<file path="src/rtl/c_ctrl_pkg.sv">
// Shared state encodings for the stage handshake controller.
// Package name common_param is the one every pipeline stage imports.
package common_param;

  typedef enum logic [1:0] {
    IN_IDLE = 2'd0,
    IN_CAPT = 2'd1,
    IN_ACK  = 2'd2
  } in_state_t;

  typedef enum logic [1:0] {
    OUT_IDLE = 2'd0,
    OUT_REQ  = 2'd1,
    OUT_RTZ  = 2'd2
  } out_state_t;

endpackage

</file>
<file path="src/rtl/c_ctrl_if.sv">
// Four-phase handshake bundle around one pipeline stage.
// Upstream pair: Send_in / Ack_out. Downstream pair: Send_out / Ack_in.
// CP is the capture enable for the stage's data registers.
interface c_ctrl_if;
  logic Send_in;
  logic Ack_out;
  logic Send_out;
  logic Ack_in;
  logic CP;

  // Environment / neighbouring stages drive the requests and acknowledges
  modport master (
    output Send_in,
    output Ack_in,
    input  Ack_out,
    input  Send_out,
    input  CP
  );

  // The controller itself
  modport slave (
    input  Send_in,
    input  Ack_in,
    output Ack_out,
    output Send_out,
    output CP
  );
endinterface

</file>
<file path="src/rtl/c_ctrl.sv">
// c_ctrl: clocked handshake controller for one single-token pipeline stage.
// An input FSM captures tokens from upstream, an output FSM offers them
// downstream, and the full flag couples the two. All outputs registered.
// Optional macro C_FASTFWD_EN: allow a new capture on the same edge where
// the downstream acknowledge frees the buffer.
module c_ctrl
  import common_param::*;
(
  input  logic      CLK,
  input  logic      MR,
  c_ctrl_if.slave   hs
);

  in_state_t  in_q,  in_nxt;
  out_state_t out_q, out_nxt;
  logic       full_q, full_nxt;
  logic       cp_q, ack_q, send_q;
  logic       accept;
  logic       room;

  // Next-state logic for both FSMs and the full flag
  always_comb begin
    in_nxt   = in_q;
    out_nxt  = out_q;
    full_nxt = full_q;

    // Downstream takes the token on this edge
    accept = (out_q == OUT_REQ) && hs.Ack_in;
`ifdef C_FASTFWD_EN
    room = !full_q || accept;
`else
    room = !full_q;
`endif

    unique case (in_q)
      IN_IDLE: if (hs.Send_in && room) in_nxt = IN_CAPT;
      IN_CAPT: in_nxt = IN_ACK;
      IN_ACK:  if (!hs.Send_in) in_nxt = IN_IDLE;
      default: in_nxt = IN_IDLE;
    endcase

    unique case (out_q)
      OUT_IDLE: if (full_q) out_nxt = OUT_REQ;
      OUT_REQ:  if (hs.Ack_in) out_nxt = OUT_RTZ;
      OUT_RTZ:  if (!hs.Ack_in) out_nxt = OUT_IDLE;
      default:  out_nxt = OUT_IDLE;
    endcase

    // A token sits in the buffer from the end of CAPT until downstream
    // accepts it; the two never coincide because OUT_REQ implies full.
    if (in_q == IN_CAPT) full_nxt = 1'b1;
    else if (accept)     full_nxt = 1'b0;
  end

  // State, full flag and registered outputs; MR discards any token
  always_ff @(posedge CLK) begin
    if (MR) begin
      in_q   <= IN_IDLE;
      out_q  <= OUT_IDLE;
      full_q <= 1'b0;
      cp_q   <= 1'b0;
      ack_q  <= 1'b0;
      send_q <= 1'b0;
    end else begin
      in_q   <= in_nxt;
      out_q  <= out_nxt;
      full_q <= full_nxt;
      cp_q   <= (in_nxt == IN_CAPT);
      ack_q  <= (in_nxt == IN_ACK);
      send_q <= (out_nxt == OUT_REQ);
    end
  end

  assign hs.CP       = cp_q;
  assign hs.Ack_out  = ack_q;
  assign hs.Send_out = send_q;

endmodule

</file>
<file path="src/flat_wrapper.sv">
// flat-port wrapper written by rule: the top's interface ports become plain ports
module c_ctrl_flat import common_param::*;
  (CLK, MR, hs_Send_in, hs_Ack_in, hs_Ack_out, hs_Send_out, hs_CP);
  c_ctrl_if hs_i ();
  input  logic CLK;
  input  logic MR;
  input wire logic [$bits(hs_i.Send_in)-1:0] hs_Send_in;
  input wire logic [$bits(hs_i.Ack_in)-1:0] hs_Ack_in;
  output wire logic [$bits(hs_i.Ack_out)-1:0] hs_Ack_out;
  output wire logic [$bits(hs_i.Send_out)-1:0] hs_Send_out;
  output wire logic [$bits(hs_i.CP)-1:0] hs_CP;
  assign hs_i.Send_in = hs_Send_in;
  assign hs_i.Ack_in = hs_Ack_in;
  assign hs_Ack_out = hs_i.Ack_out;
  assign hs_Send_out = hs_i.Send_out;
  assign hs_CP = hs_i.CP;
  c_ctrl u_core (.CLK(CLK), .MR(MR), .hs(hs_i));
endmodule
</file>
<file path="config.mk">
export PLATFORM = sky130hd
export DESIGN_NAME = c_ctrl_flat
export DESIGN_NICKNAME = d
export VERILOG_FILES = /design/src/rtl/c_ctrl_pkg.sv /design/src/rtl/c_ctrl_if.sv /design/src/rtl/c_ctrl.sv /design/src/flat_wrapper.sv
export SDC_FILE = /design/constraint.sdc
export NUM_CORES = 1
export LEC_CHECK = 0
export ABC_AREA = 0
export ABC_CLOCK_PERIOD_IN_PS = 2310
export BUFFER_PORTS_ARGS = -buffer_cell sky130_fd_sc_hd__buf_2
export CORE_AREA = 2 2 39 41
export CTS_BUF_LIST = sky130_fd_sc_hd__clkbuf_4 sky130_fd_sc_hd__clkbuf_8
export DETAILED_ROUTE_END_ITERATION = 6
export DIE_AREA = 0 0 41 43
export SLEW_MARGIN = 20
export SYNTH_ARGS = -nofsm -noshare
export SYNTH_HDL_FRONTEND = slang
export SYNTH_SLANG_ARGS = --single-unit
</file>
<file path="constraint.sdc">
create_clock -name CLK -period 2.31 [get_ports CLK]
set_clock_uncertainty 0.15 [all_clocks]
set_input_delay 0.3465 -clock CLK [delete_from_list [all_inputs] [get_ports CLK]]
set_output_delay 0.3465 -clock CLK [all_outputs]
set_load 0.005 [all_outputs]
</file>
==> flow_summary_export.csv, run 1 <==
group,metric,value,unit
outcome,outcome,"complete, no violations",
setup_path,start_kind,"flip-flop",
drt,ant_nets,0,
cts,cts_buffer_depth,2,
sta,worst_slack,1.17,ns
cts,post_cts_resized,0,
synthesis,syn_avg_cell_area,10.7,µm²
sta,tightest_slew,0.229,ns
floorplanning,start_util,18.6,%
sta,final.setup.tns,0,ns
drt,wl_per_cell,8.31,µm
sta,hold_ws,0.221,ns
grt,track_usage,5.47,%
synthesis,synth_nets,28,
min_path,worstHoldStart,"MR",
setup_path,arrival,0.64,ns
grt,grt_pass1_wl,627,µm
place,place_area,303,µm²
place,dp_slack,1.32,ns
grt,overflow,0,
sta,final-setup-viol-count,0,
synthesis,synth_cells,24,
setup_path,rr_startpoint,"u_core.out_q[0]$_SDFF_PP0_",
min_path,min_path_type,"in -> reg",
grt,grt_antenna_before_repair,0,
sta,period_minus_slack,1.14,ns
setup_path,path_max_fanout,1,
grt,grt_max_degree,9,
drt,vias_per_cell,3.88,
cts,clock-sinks,8,
cts,worstSkewPairLatency,0.24,ns
cts,cts_tree,"yes",
finish,area_delta_synth_final,26.2,%
setup_path,cp_cell_sequence,"buf_2",
sta,slew_viol_final,0,
power_and_ir_drop,ir_worst_vdd,0.449,mV
finish,final_common_cell,"dfxtp_1",
finish,drive_above_1_share,31.3,%
setup_path,cp-startpoint,"u_core.hs.Ack_out$_SDFF_PP0_",
finish,finalCoreUtilization,23.5,%
setup_path,worst-path-buf-inv,1,
cts,post-cts-setup-buffers,0,
grt,grt_pass1_vias,169,
synthesis,ys_seq_area_share,62.1,%
setup_path,required,1.81,ns
power_and_ir_drop,leakage,0.127,nW
place,gp_congestion,0.645,
floorplanning,io_pins,7,
cts,cts_inserted_buffers,3,
setup_path,endpoint_kind,"primary output",
drt,drc_errors,0,
cts,path_clk_slew,0.05,ns
sta,clock.fmax,0.876,GHz
floorplanning,coreArea,1380,µm²
finish,design_area,325,µm²
cts,ctsRootBufferMaster,"clkbuf_4",
setup_path,cpPeakStageDelay,0.29,ns
synthesis,netlist_area,258,µm²
power_and_ir_drop,power.total,0.276,mW
finish,layout_common_cells,"8 x dfxtp_1, 6 x buf_2, 3 x a21oi_1, 3 x clkbuf_4",
finish,antennaDiodeCount,0,
drt,drtIter0Drc,0,
setup_path,path_delay_family,"flip-flops",
floorplanning,die_h,43,µm
setup_path,critPathKind,"reg -> out",
floorplanning,die_area,1760,µm²
sta,post-route-period-util,49.4,%
cts,h-tree-depth,1,
drt,wirelength,399,µm
floorplanning,dieWidth,41,µm
sta,max_slew_margin,84.6,%
run,maxCapViolCount,0,
cts,ctsHoldBuffers,0,
drt,vias,186,
sta,rsz0062_at_grt,"no",
place,dp.cells,45,
synthesis,yosysUniqueCellTypes,11,
floorplanning,rows,14,
drt,firstDrtPassIters,1,
place,io_buffers,6,
setup_path,cp_slowest_cell,"dfxtp_1",
finish,nets,38,
finish,fin_cells,48,
synthesis,synth_seq_cells,8,
sta,finalHoldViolations,0,
power_and_ir_drop,power.density,847,nW/µm²
synthesis,ys_warn_count,0,
synth_stat cells:
cell type	count	area (µm²)
nor3_1	2	10.0
xnor2_1	1	8.76
nand2_1	1	3.75
nand3b_1	1	7.51
nor3b_2	1	12.5
nor4_1	2	12.5
nand2b_1	2	12.5
a21oi_1	3	15.0
buf_2	1	5.00
o21ai_1	2	10.0
dfxtp_1	8	160
flip-flops by register name (all words and copies together) (netlist names):
name / flops
u_core.out_q: 2
u_core.full_q: 1
u_core.hs.Send_out: 1
u_core.hs.CP: 1
u_core.in_q: 2
u_core.hs.Ack_out: 1
area by class of cell:
class	instances	area, µm²
clock buffers	3	22.5
fillers	146	1060
multi-input cells	15	92.6
flip-flops and latches	8	160
well taps	16	20.0
repair buffers	6	30.0
per-layer routing:
| metal | part of all wire (%) | track usage, % | wire (µm) | up-vias |
|---|---|---|---|---|
| met5 | 0 | 0 | 0 | - |
| met4 | 0 | 0 | 0 | 0 |
| met3 | 13 | 6.81 | 53 | 0 |
| met2 | 35 | 6.56 | 138 | 7 |
| met1 | 52 | 6.60 | 206 | 75 |
| li1 | - | - | - | 104 |
report_power, final:
| group | internal, mW | switching, mW | leakage (nW) | total [mW] |
|---|---|---|---|---|
| clock | 0.0588 | 0.0379 | 0.0138 | 0.0967 |
| combinational | 0.0124 | 0.0118 | 0.0475 | 0.0242 |
| sequential | 0.149 | 0.00594 | 0.0655 | 0.155 |
| total | 0.220 | 0.0556 | 0.127 | 0.276 |
cell families after synthesis:
group | share of synthesized area [%]
flops | 62.1
buf+inv | 1.94
xor+xnor | 3.40
compound gates | 9.71
simple gates | 22.8
path summary, 6_finish.rpt:
check,to,slack [ns],cells after the start
worst max-delay path,hs_Ack_out,1.17,1
worst min-delay path,u_core.out_q[1]$_SDFF_PP0_,0.22,2
worst max register to register,u_core.full_q$_SDFFE_PP0P_,1.42,3
worst min register to register,u_core.hs.CP$_SDFF_PP0_,0.31,1
Note: power is estimated with default switching activity, not from simulation.
==> run 2, diff against run 1 <==
--- a/config.mk
+++ b/config.mk
@@ -5,8 +5,8 @@
 export SDC_FILE = /design/constraint.sdc
 export NUM_CORES = 1
 export LEC_CHECK = 0
-export ABC_AREA = 0
-export ABC_CLOCK_PERIOD_IN_PS = 2310
+export ABC_AREA = 1
+export ABC_CLOCK_PERIOD_IN_PS = 1100
 export BUFFER_PORTS_ARGS = -buffer_cell sky130_fd_sc_hd__buf_2
 export CORE_AREA = 2 2 39 41
 export CTS_BUF_LIST = sky130_fd_sc_hd__clkbuf_4 sky130_fd_sc_hd__clkbuf_8
==> constraint.sdc (replaced) <==
create_clock -name CLK -period 1.1 [get_ports CLK]
set_clock_uncertainty 0.15 [all_clocks]
set_input_delay 0.165 -clock CLK [delete_from_list [all_inputs] [get_ports CLK]]
set_output_delay 0.165 -clock CLK [all_outputs]
set_load 0.005 [all_outputs]
==> run 2 against run 1 <==
- register-to-register slack got worse by 1.3 ns
- core utilization rose by 0.72 points
- largest power group unchanged
- non-clock buffer count did not move
- sequential share of layout area fell by 1.5 points
- highest routed layer unchanged
- clock-buffer cell count did not move
- global-route usage rose by 1.2 points
- first-iteration DRC count rose by 1
==> flow_summary_export.csv, run 2 <==
group,metric,value,unit
floorplanning,coreArea,1380,µm²
run,maxCapViolCount,0,
min_path,min_to,"u_core.full_q$_SDFFE_PP0P_",
cts,cts_inserted_buffers,3,
finish,seqCellArea,160,µm²
place,dp.cells,49,
setup_path,cp_slowest_cell,"dfxtp_1",
synthesis,yosys-top-cells-area,"dfxtp_1 60%, a21oi_1 9.3%, nand3b_1 5.6%, nor4_1 4.7%, nand2_1 4.2%",
grt,track_usage,6.66,%
drt,firstDrtPassIters,4,
synthesis,synth_common_cells,"8 x dfxtp_1, 5 x a21oi_1, 3 x nand2_1",
setup_path,start_kind,"flip-flop",
sta,post-route-period-util,88.1,%
grt,met2_usage,8.44,%
grt,grt_use_met3,6.28,%
synthesis,synth_top_area_share,59.8,%
cts,post-cts-setup-buffers,0,
synthesis,synth_cells,28,
synthesis,ys_seq_area_share,59.8,%
synthesis,netlist_area,268,µm²
floorplanning,die_h,43,µm
synthesis,synthFlopType,"dfxtp_1",
finish,n_fill_cell,149,
cts,ctsHoldBuffers,0,
cts,ctsRootBufferMaster,"clkbuf_4",
outcome,outcome,"complete, no violations",
finish,fin_cells,52,
grt,grt_antenna_before_repair,0,
floorplanning,die_area,1760,µm²
min_path,worst_hold_path.num_cells,2,
setup_path,worst-r2r-setup-slack,0.17,ns
synthesis,syn_avg_cell_area,9.56,µm²
place,gp_congestion,0.692,
synthesis,synth_area_leader_cell,"dfxtp_1",
setup_path,cpPeakStageDelay,0.29,ns
setup_path,cp-startpoint,"u_core.hs.CP$_SDFF_PP0_",
finish,area_delta_synth_final,25.2,%
finish,antennaDiodeCount,0,
finish,multiInputGateArea,95.1,µm²
synthesis,synth_edf_count,0,
cts,path_clk_slew,0.05,ns
grt,grt_max_degree,9,
grt,grt_pass1_wl,752,µm
sta,finalHoldViolations,0,
floorplanning,rows,14,
power_and_ir_drop,ir_worst_vdd,0.867,mV
cts,worstSkewPairLatency,0.25,ns
setup_path,worst-path-buf-inv,1,
grt,grt_pass1_vias,201,
grt,use_met1,7.84,%
sta,tightest_slew,0.260,ns
min_path,worstHoldStart,"MR",
setup_path,path_max_fanout,1,
drt,drtIter0Drc,1,
synthesis,ys_warn_count,0,
synthesis,synth_nets,32,
finish,top_regs,"u_core.in_q x2, u_core.out_q x2",
setup_path,cp_cell_sequence,"buf_2",
finish,nets,42,
cts,clock-sinks,8,
place,dp_slack,0.171,ns
sta,clock.fmax,1.03,GHz
drt,vias_per_cell,4.10,
sta,max_slew_margin,82.5,%
floorplanning,io_pins,7,
sta,final-setup-viol-count,0,
setup_path,critPathKind,"reg -> out",
finish,final_common_cell,"dfxtp_1",
synthesis,async_reset_ff_share,0,%
cts,cts_tree,"yes",
place,io_buffers,6,
cts,h-tree-depth,1,
cts,cts_buffer_depth,2,
sta,period_minus_slack,0.969,ns
min_path,min_path_type,"in -> reg",
setup_path,arrival,0.65,ns
setup_path,rr_startpoint,"u_core.in_q[1]$_SDFF_PP0_",
setup_path,path_delay_family,"flip-flops",
drt,vias,213,
finish,layout_common_cells,"8 x dfxtp_1, 6 x buf_2, 5 x a21oi_1, 3 x nand2_1, 3 x clkbuf_4",
sta,slew_viol_final,0,
power_and_ir_drop,power.total,0.586,mW
setup_path,endpoint_kind,"primary output",
setup_path,reg2reg_depth,2,
sta,rsz0062_at_grt,"no",
setup_path,required,0.78,ns
floorplanning,start_util,19.3,%
sta,worst_slack,0.131,ns
power_and_ir_drop,leakage,0.133,nW
floorplanning,dieWidth,41,µm
synthesis,yosysUniqueCellTypes,11,
drt,ant_nets,0,
power_and_ir_drop,power.density,1750,nW/µm²
grt,overflow,0,
setup_path,timing.rr.end,"u_core.in_q[1]$_SDFF_PP0_",
sta,final.setup.tns,0,ns
cts,post_cts_resized,0,
synthesis,synth.most_common_cell,"dfxtp_1",
drt,drc_errors,0,
drt,wl_per_cell,8.25,µm
grt,grt_most_used_layer,"met2",
drt,wirelength,429,µm
finish,drive_above_1_share,30.6,%
place,dp_hpwl,321,µm
synthesis,synth_seq_cells,8,
run 2: logic make-up after synthesis:
kind of cell	synth area share [%]
and+or+nand+nor	22.9
DFF	59.8
AOI/OAI and AO/OA	12.6
buffers and inverters	4.67
run 2: report_power, final:
part	switching (mW)	internal [mW]	total (mW)
Sequential	0.00962	0.309	0.319
Combinational	0.0255	0.0249	0.0504
Clock	0.0923	0.124	0.217
run 2: how the worst max path moves through the flow:
stage / to / slack (ns) / cells past startpoint
after floorplan: u_core.full_q$_SDFFE_PP0P_ / 0.21 / 3
after detailed placement: u_core.in_q[1]$_SDFF_PP0_ / 0.17 / 2
after global routing: u_core.in_q[1]$_SDFF_PP0_ / 0.09 / 2
after global placement: u_core.hs.Ack_out$_SDFF_PP0_ / 0.19 / 3
after CTS: hs_CP / 0.11 / 1
final: hs_CP / 0.13 / 1
run 2: layout make-up:
| type | instances | share of cell area, % |
|---|---|---|
| inverters | 2 | 2.24 |
| flip-flops and latches | 8 | 47.8 |
| well taps | 16 | 5.97 |
| clock buffers | 3 | 6.72 |
| repair buffers | 6 | 8.96 |
| multi-input cells | 17 | 28.4 |
run 2: metrics by stage:
stage / hold WS, ns / utilization [%] / area [µm²]
floorplan: 0.166 / - / 268
global placement: 0.275 / 22.6 / 313
detailed placement: 0.279 / 22.6 / 313
CTS: 0.0101 / 24.2 / 335
global route: 0.0365 / 24.2 / 335
finish: 0.0212 / 24.2 / 335
run 2: per-layer routing:
layer | up-vias | part of all wire (%)
li1 | 114 | -
met1 | 93 | 46
met2 | 6 | 44
met3 | 0 | 9.8
met4 | 0 | 0
met5 | - | 0
